$ cat config.mk
export PLATFORM = sky130hd
export DESIGN_NAME = lcd_line_writer
export DESIGN_NICKNAME = d
export VERILOG_FILES = /design/src/rtl/lcd_pkg.sv /design/src/rtl/lcd_line_writer_strobe.sv /design/src/rtl/lcd_line_writer.sv
export SDC_FILE = /design/constraint.sdc
export NUM_CORES = 1
export LEC_CHECK = 0
export CORE_ASPECT_RATIO = 0.9
export CORE_MARGIN = 2
export CORE_UTILIZATION = 52
export DETAILED_ROUTE_END_ITERATION = 8
export GPL_TIMING_DRIVEN = 0
export PLACE_DENSITY = 0.87
export SLEW_MARGIN = 20
export SYNTH_ARGS = -nofsm -noshare
export SYNTH_HDL_FRONTEND = slang
export SYNTH_SLANG_ARGS = --single-unit
$ cat constraint.sdc
create_clock -name clk -period 2.43 [get_ports clk]
set_clock_uncertainty 0.05 [all_clocks]
set_input_delay 0.729 -clock clk [delete_from_list [all_inputs] [get_ports clk]]
set_output_delay 0.729 -clock clk [all_outputs]
set_load 0.01 [all_outputs]
$ cat src/rtl/lcd_pkg.sv
// Shared types and constants for the HD44780 single-line writer.
// LCD_INIT_EN selects the power-up/init command sequence.
package lcd_pkg;

    typedef enum logic [2:0] {
        ST_PWR,
        ST_INIT,
        ST_IDLE,
        ST_ADDR,
        ST_DATA
    } lcd_state_e;

    typedef enum logic [1:0] {
        PH_IDLE,
        PH_SETUP,
        PH_PULSE,
        PH_HOLD
    } strobe_phase_e;

    localparam logic [7:0] CMD_FUNC_SET = 8'h38;
    localparam logic [7:0] CMD_DISP_ON  = 8'h0C;
    localparam logic [7:0] CMD_ENTRY    = 8'h06;
    localparam logic [7:0] CMD_CLEAR    = 8'h01;
    localparam logic [7:0] CMD_LINE1    = 8'h80;

    localparam int NUM_COLS = 16;

    function automatic int max_i(input int a, input int b);
        return (a > b) ? a : b;
    endfunction

    // Column 0 lives in the top byte of the window.
    function automatic logic [7:0] col_byte(
        input logic [127:0] w,
        input logic [3:0]   col
    );
        return w[{~col, 3'b000} +: 8];
    endfunction

    function automatic logic [7:0] init_cmd(input logic [1:0] idx);
        logic [7:0] c;
        c = CMD_FUNC_SET;
        case (idx)
            2'd1:    c = CMD_DISP_ON;
            2'd2:    c = CMD_ENTRY;
            2'd3:    c = CMD_CLEAR;
            default: c = CMD_FUNC_SET;
        endcase
        return c;
    endfunction

endpackage

$ cat src/rtl/lcd_line_writer_strobe.sv
// HD44780 byte-write sequencer: SETUP (E low), PULSE (E high), HOLD (E low).
// ready_o is high when idle or in the last HOLD cycle, so writes chain back to back.
module lcd_write_strobe
    import lcd_pkg::*;
#(
    parameter int SETUP_CYC    = 4,
    parameter int E_HIGH_CYC   = 12,
    parameter int WAIT_CYC     = 2000,
    parameter int CLR_WAIT_CYC = 80000,
    parameter int CNT_W        = 17
) (
    input  logic       clk,
    input  logic       rst,
    input  logic       start_i,
    input  logic       rs_i,
    input  logic [7:0] byte_i,
    input  logic       long_wait_i,
    output logic       lcd_rs,
    output logic       lcd_e,
    output logic [7:0] lcd_db,
    output logic       ready_o
);

    strobe_phase_e    phase_q, phase_d;
    logic [CNT_W-1:0] cnt_q, cnt_d;
    logic             rs_q, rs_d;
    logic [7:0]       db_q, db_d;
    logic             e_q, e_d;
    logic             long_q, long_d;
    logic             hold_last;

    always_comb begin
        hold_last = long_q ? (cnt_q == CNT_W'(CLR_WAIT_CYC - 1))
                           : (cnt_q == CNT_W'(WAIT_CYC - 1));
        ready_o = (phase_q == PH_IDLE) || ((phase_q == PH_HOLD) && hold_last);
        phase_d = phase_q;
        cnt_d   = cnt_q;
        rs_d    = rs_q;
        db_d    = db_q;
        e_d     = e_q;
        long_d  = long_q;
        if (ready_o && start_i) begin
            phase_d = PH_SETUP;
            cnt_d   = '0;
            rs_d    = rs_i;
            db_d    = byte_i;
            long_d  = long_wait_i;
            e_d     = 1'b0;
        end else begin
            unique case (phase_q)
                PH_SETUP: begin
                    if (cnt_q == CNT_W'(SETUP_CYC - 1)) begin
                        phase_d = PH_PULSE;
                        cnt_d   = '0;
                        e_d     = 1'b1;
                    end else begin
                        cnt_d = cnt_q + 1'b1;
                    end
                end
                PH_PULSE: begin
                    if (cnt_q == CNT_W'(E_HIGH_CYC - 1)) begin
                        phase_d = PH_HOLD;
                        cnt_d   = '0;
                        e_d     = 1'b0;
                    end else begin
                        cnt_d = cnt_q + 1'b1;
                    end
                end
                PH_HOLD: begin
                    if (hold_last) begin
                        phase_d = PH_IDLE;
                        cnt_d   = '0;
                    end else begin
                        cnt_d = cnt_q + 1'b1;
                    end
                end
                default: begin
                    phase_d = PH_IDLE;
                end
            endcase
        end
    end

    always_ff @(posedge clk) begin
        if (rst) begin
            phase_q <= PH_IDLE;
            cnt_q   <= '0;
            rs_q    <= 1'b0;
            db_q    <= 8'h00;
            e_q     <= 1'b0;
            long_q  <= 1'b0;
        end else begin
            phase_q <= phase_d;
            cnt_q   <= cnt_d;
            rs_q    <= rs_d;
            db_q    <= db_d;
            e_q     <= e_d;
            long_q  <= long_d;
        end
    end

    assign lcd_rs = rs_q;
    assign lcd_e  = e_q;
    assign lcd_db = db_q;

endmodule

$ cat src/rtl/lcd_line_writer.sv
// Writes a 16-char window to HD44780 line 1 (8-bit bus), latest request wins.
// Define LCD_INIT_EN to add the power-up delay and init command sequence.
module lcd_line_writer
    import lcd_pkg::*;
#(
    parameter int SETUP_CYC    = 4,
    parameter int E_HIGH_CYC   = 12,
    parameter int WAIT_CYC     = 2000,
    parameter int CLR_WAIT_CYC = 80000,
    parameter int PWR_CYC      = 800000
) (
    input  logic         clk,
    input  logic         rst,
    input  logic [127:0] win_i,
    input  logic         win_vld_i,
    output logic         busy_o,
    output logic         done_o,
    output logic         lcd_rs,
    output logic         lcd_rw,
    output logic         lcd_e,
    output logic [7:0]   lcd_db
);

    localparam int MAX_CYC = max_i(max_i(PWR_CYC, CLR_WAIT_CYC),
                                   max_i(WAIT_CYC, max_i(SETUP_CYC, E_HIGH_CYC)));
    localparam int CNT_W = $clog2(MAX_CYC) + 1;

    lcd_state_e     state_q, state_d;
    logic [127:0]   snap_q, snap_d;
    logic [127:0]   pbuf_q, pbuf_d;
    logic           pend_q, pend_d;
    logic [3:0]     col_q, col_d;
    logic           done_q, done_d;
`ifdef LCD_INIT_EN
    logic [CNT_W-1:0] pwr_cnt_q, pwr_cnt_d;
    logic [1:0]       init_idx_q, init_idx_d;
`endif

    logic       wr_start;
    logic       wr_rs;
    logic [7:0] wr_byte;
    logic       wr_long;
    logic       wr_ready;

    always_comb begin
        state_d  = state_q;
        snap_d   = snap_q;
        pbuf_d   = pbuf_q;
        pend_d   = pend_q;
        col_d    = col_q;
        done_d   = 1'b0;
        wr_start = 1'b0;
        wr_rs    = 1'b0;
        wr_byte  = CMD_LINE1;
`ifdef LCD_INIT_EN
        pwr_cnt_d  = pwr_cnt_q;
        init_idx_d = init_idx_q;
`endif
        if (win_vld_i && (state_q != ST_IDLE)) begin
            pend_d = 1'b1;
            pbuf_d = win_i;
        end
        unique case (state_q)
`ifdef LCD_INIT_EN
            ST_PWR: begin
                if (pwr_cnt_q == CNT_W'(PWR_CYC - 1)) begin
                    wr_start   = 1'b1;
                    wr_byte    = init_cmd(2'd0);
                    init_idx_d = 2'd0;
                    state_d    = ST_INIT;
                end else begin
                    pwr_cnt_d = pwr_cnt_q + 1'b1;
                end
            end
            ST_INIT: begin
                if (wr_ready) begin
                    if (init_idx_q == 2'd3) begin
                        state_d = ST_IDLE;
                    end else begin
                        wr_start   = 1'b1;
                        wr_byte    = init_cmd(init_idx_q + 2'd1);
                        init_idx_d = init_idx_q + 2'd1;
                    end
                end
            end
`endif
            ST_IDLE: begin
                // Address write is launched here so its pins are valid on ADDR entry.
                if (win_vld_i || pend_q) begin
                    snap_d   = win_vld_i ? win_i : pbuf_q;
                    pend_d   = 1'b0;
                    col_d    = 4'd0;
                    wr_start = 1'b1;
                    wr_byte  = CMD_LINE1;
                    state_d  = ST_ADDR;
                end
            end
            ST_ADDR: begin
                if (wr_ready) begin
                    wr_start = 1'b1;
                    wr_rs    = 1'b1;
                    wr_byte  = col_byte(snap_q, col_q);
                    state_d  = ST_DATA;
                end
            end
            ST_DATA: begin
                if (wr_ready) begin
                    if (col_q == 4'(NUM_COLS - 1)) begin
                        col_d   = 4'd0;
                        done_d  = 1'b1;
                        state_d = ST_IDLE;
                    end else begin
                        wr_start = 1'b1;
                        wr_rs    = 1'b1;
                        wr_byte  = col_byte(snap_q, col_q + 4'd1);
                        col_d    = col_q + 4'd1;
                    end
                end
            end
            default: begin
                state_d = ST_IDLE;
            end
        endcase
        wr_long = !wr_rs && (wr_byte == CMD_CLEAR);
    end

    always_ff @(posedge clk) begin
        if (rst) begin
`ifdef LCD_INIT_EN
            state_q    <= ST_PWR;
            pwr_cnt_q  <= '0;
            init_idx_q <= 2'd0;
`else
            state_q    <= ST_IDLE;
`endif
            snap_q <= '0;
            pbuf_q <= '0;
            pend_q <= 1'b0;
            col_q  <= 4'd0;
            done_q <= 1'b0;
        end else begin
`ifdef LCD_INIT_EN
            pwr_cnt_q  <= pwr_cnt_d;
            init_idx_q <= init_idx_d;
`endif
            state_q <= state_d;
            snap_q  <= snap_d;
            pbuf_q  <= pbuf_d;
            pend_q  <= pend_d;
            col_q   <= col_d;
            done_q  <= done_d;
        end
    end

    lcd_write_strobe #(
        .SETUP_CYC    (SETUP_CYC),
        .E_HIGH_CYC   (E_HIGH_CYC),
        .WAIT_CYC     (WAIT_CYC),
        .CLR_WAIT_CYC (CLR_WAIT_CYC),
        .CNT_W        (CNT_W)
    ) u_strobe (
        .clk         (clk),
        .rst         (rst),
        .start_i     (wr_start),
        .rs_i        (wr_rs),
        .byte_i      (wr_byte),
        .long_wait_i (wr_long),
        .lcd_rs      (lcd_rs),
        .lcd_e       (lcd_e),
        .lcd_db      (lcd_db),
        .ready_o     (wr_ready)
    );

    assign busy_o = (state_q != ST_IDLE);
    assign done_o = done_q;
    assign lcd_rw = 1'b0;

endmodule

==> flow_summary.json <==
{
  "grt_max_degree": 16,
  "period_minus_slack_ns": 2.48,
  "cp_slowest_cell": "or4_4",
  "hold_start": "pbuf_q[50]",
  "ir_worst_vdd_mv": 0.575,
  "cts_sinks": 299,
  "synthFlopType": "dfxtp_1",
  "arrival_ns": 2.91,
  "crit_buf_inv": 2,
  "crit_required_ns": 2.86,
  "post-synth-top-count-cell": "dfxtp_1",
  "critical_path_class": "flop to flop",
  "place_congestion": 0.991,
  "first_pass_iters": 5,
  "final_antenna_net_count": 0,
  "die_w_um": 177,
  "drc": 0,
  "report.final.slew_viol_count": 0,
  "place_inst": 2042,
  "place_area_um2": 15900,
  "cts_root_buf": "clkbuf_16",
  "finalNonFillerCells": 2108,
  "synth_top_area_share_pct": 42.6,
  "violations": "setup timing",
  "worstPathCellList": "or4_4 -> or3_4 -> a211oi_4 -> buf_6 -> buf_6 -> nor2_4 -> o21ai_4 -> mux2i_1",
  "cts_tree": "built",
  "power_per_cell_area_nw_per_um2": 946,
  "synth_seq_cells": 299,
  "fillers": 2071,
  "wirelength_mm": 41.7,
  "total_power_mw": 16.4,
  "synthDistinctLibCells": 56,
  "fin_nets": 1867,
  "design_area_um2": 17300,
  "dpl.hpwl_mm": 29.9,
  "drive_gt1_share_pct": 11.7,
  "rrSetupSlack_ns": -0.05,
  "grt_pass1_vias": 12500,
  "finalWorstSetupSlack_ns": -0.0495,
  "place_ws_ns": -0.563,
  "hp-class": "flop to flop",
  "wire_per_inst_um": 19.8,
  "die-area_um2": 28400,
  "yosysWarnings": 0,
  "relSlewSlack_pct": 47.1,
  "yosysSeqAreaShare_pct": 42.6,
  "synthTopCellsByCount": "dfxtp_1, nand2_1, a21oi_1",
  "vias": 12900,
  "critPathLaunchType": "flop",
  "hold_end": "pbuf_q[50]",
  "clockBufferDepth": 3,
  "ioPinCount": 144,
  "r2r_start": "u_strobe.cnt_q[8]",
  "antenna-diode-count": 0,
  "areaGrowthSynthToFinish_pct": 23.3,
  "io_buffers": 140,
  "viasPerCell": 6.13,
  "fmax_mhz": 403,
  "grt_use_total_pct": 28.6,
  "die_h_um": 160,
  "final-hold-violation-count": 0,
  "grt-ovfl-total": 0,
  "cts_made_buffers": 30,
  "ctsHoldBuffers": 0,
  "regArea_um2": 6000,
  "clk_pin_slew_ns": 0.06,
  "cpMostUsedCell": "buf_6",
  "rsz0062_at_grt": "yes",
  "holdPathStages": 2,
  "grt_pass1_wl_mm": 64.9,
  "synthArstFlopShare_pct": 0,
  "status": "finished, violations left",
  "max_stage_delay_ns": 0.54,
  "syn-mean-instance-area_um2": 9.08,
  "synth_edf_count": 0,
  "synth_area_leaders": "dfxtp_1, mux4_2, mux2i_1",
  "ctsHtreeMaxLevel": 1,
  "syn_nets": 1685,
  "clk_latency_ns": 0.57,
  "cp_top_family": "simple AND/OR/NAND/NOR gates",
  "worst_slew_pin_slew_ns": 0.794,
  "path_max_fanout": 6,
  "rr_worst_depth": 8,
  "antenna_found_initial": 0,
  "coreArea_um2": 26800,
  "yosys.area.top_type": "dfxtp_1",
  "rows": 57,
  "synthesis.area_um2": 14100,
  "setup_violations": 7,
  "fin_crit_sh_pct": 102,
  "multi_input_area_um2": 7730,
  "rr_endpoint": "col_q[1]",
  "end_kind": "flop",
  "synth_cells": 1548,
  "drv_cap": 0,
  "first_iter_violations": 1271,
  "p_leak_nw": 6.25,
  "start_util_pct": 52.4
}
-- worst max path at each step --
| stage | from | end | slack, ns | cells after the start |
|---|---|---|---|---|
| 2_1_floorplan | col_q[0] | u_strobe.lcd_db[0] | 0.13 | 7 |
| 3_5_place_dp | col_q[1] | u_strobe.lcd_db[0] | -0.56 | 8 |
| 4_1_cts | u_strobe.cnt_q[0] | u_strobe.cnt_q[12] | -0.007 | 7 |
| 6_report | u_strobe.cnt_q[8] | col_q[1] | -0.05 | 8 |
| 3_3_place_gp | win_vld_i | snap_q[91] | -0.53 | 5 |
| 5_1_grt | u_strobe.cnt_q[8] | col_q[3] | -0.12 | 8 |
-- area by class of cell --
| cell class | count | share of cell area, % |
|---|---|---|
| clock buffers | 40 | 4.95 |
| plain buffers | 132 | 3.62 |
| flip-flops and latches | 299 | 34.6 |
| inverters | 9 | 0.195 |
| clock inverters | 16 | 0.916 |
| well taps | 354 | 2.55 |
| multi-input cells | 1106 | 44.6 |
| repair buffers | 152 | 8.62 |
-- metrics by stage --
step	hold slack (ns)	TNS, ns	util, %
after CTS	0.404	-0.0182	63.7
after global routing	0.419	-1.18	64.7
final	0.403	-0.227	64.7
after global placement	0.390	-76.38	59.3
after floorplan	0.380	0	-
after detailed placement	0.396	-83.86	59.3
-- metal layers --
layer | global-route usage [%] | vias to the layer above | part of all wire, %
li1 | - | 5905 | -
met5 | 0 | - | 0
met4 | 14.4 | 0 | 5.8
met1 | 37.2 | 6077 | 39
met3 | 5.36 | 191 | 9.5
met2 | 45.7 | 743 | 46
-- kinds of logic after synthesis --
logic type	share of synthesized area, %
fa+ha+maj	0.534
simple gates	15.6
buf+inv	4.03
compound gates	15.2
flops	42.6
other cells	0.0267
mux	21.4
xor+xnor	0.552
-- repair_timing --
item / in CTS / in global routing
gates resized for setup: 40 / 72
endpoints found under the setup margin: 249 / 274
setup buffers: 4 / 7
gates cloned: 0 / 1
pin swaps: 3 / 10
-- placed cells by master, fill, tap and decap left out, drive strengths merged, types with 3 or more instances in the layout --
cell type,netlist,final
dfxtp,299,299
ha,6,6
and2,3,3
a31oi,10,10
nor4,3,3
mux2i,147,147
o21ai,12,12
and3,6,6
o211ai,3,3
clkinvlp,0,4
a211oi,134,134
o22ai,8,8
nand3,24,24
clkbuf,113,152
or3,6,6
nor2b,5,5
clkinv,0,9
xor2,6,6
nand4,7,7
nor3,17,17
a22oi,4,4
nand2,297,297
nand2b,4,4
inv,9,10
mux4,68,68
clkdlybuf4s50,0,139
buf,21,32
a21oi,157,157
nor2,153,153
-- flip-flops by register name, indices dropped and copies added, names as in the netlist --
register and count:
u_strobe.lcd_e 1, pend_q 1, u_strobe.long_q 1, u_strobe.cnt_q 21
pbuf_q 128, snap_q 128, u_strobe.lcd_rs 1, state_q 3
u_strobe.phase_q 2, done_o 1, col_q 4, u_strobe.lcd_db 8
-- worst register-to-register path, delay by kind of cell, from the launching register on --
family | cells | cell delay, ns
mux | 1 | 0.20
simple gates | 3 | 1.03
flops | 1 | 0.36
compound gates | 2 | 0.51
buf+inv | 2 | 0.26
-- where the power goes --
part           internal [mW]  leakage, nW  switching [mW]  total (mW)
clock network           2.70        0.495            2.00        4.70
registers               5.85         2.45           0.864        6.71
logic                   2.03         3.30            2.95        4.98
total                   10.6         6.25            5.81        16.4
No activity file was read; power rests on OpenSTA's default activity.
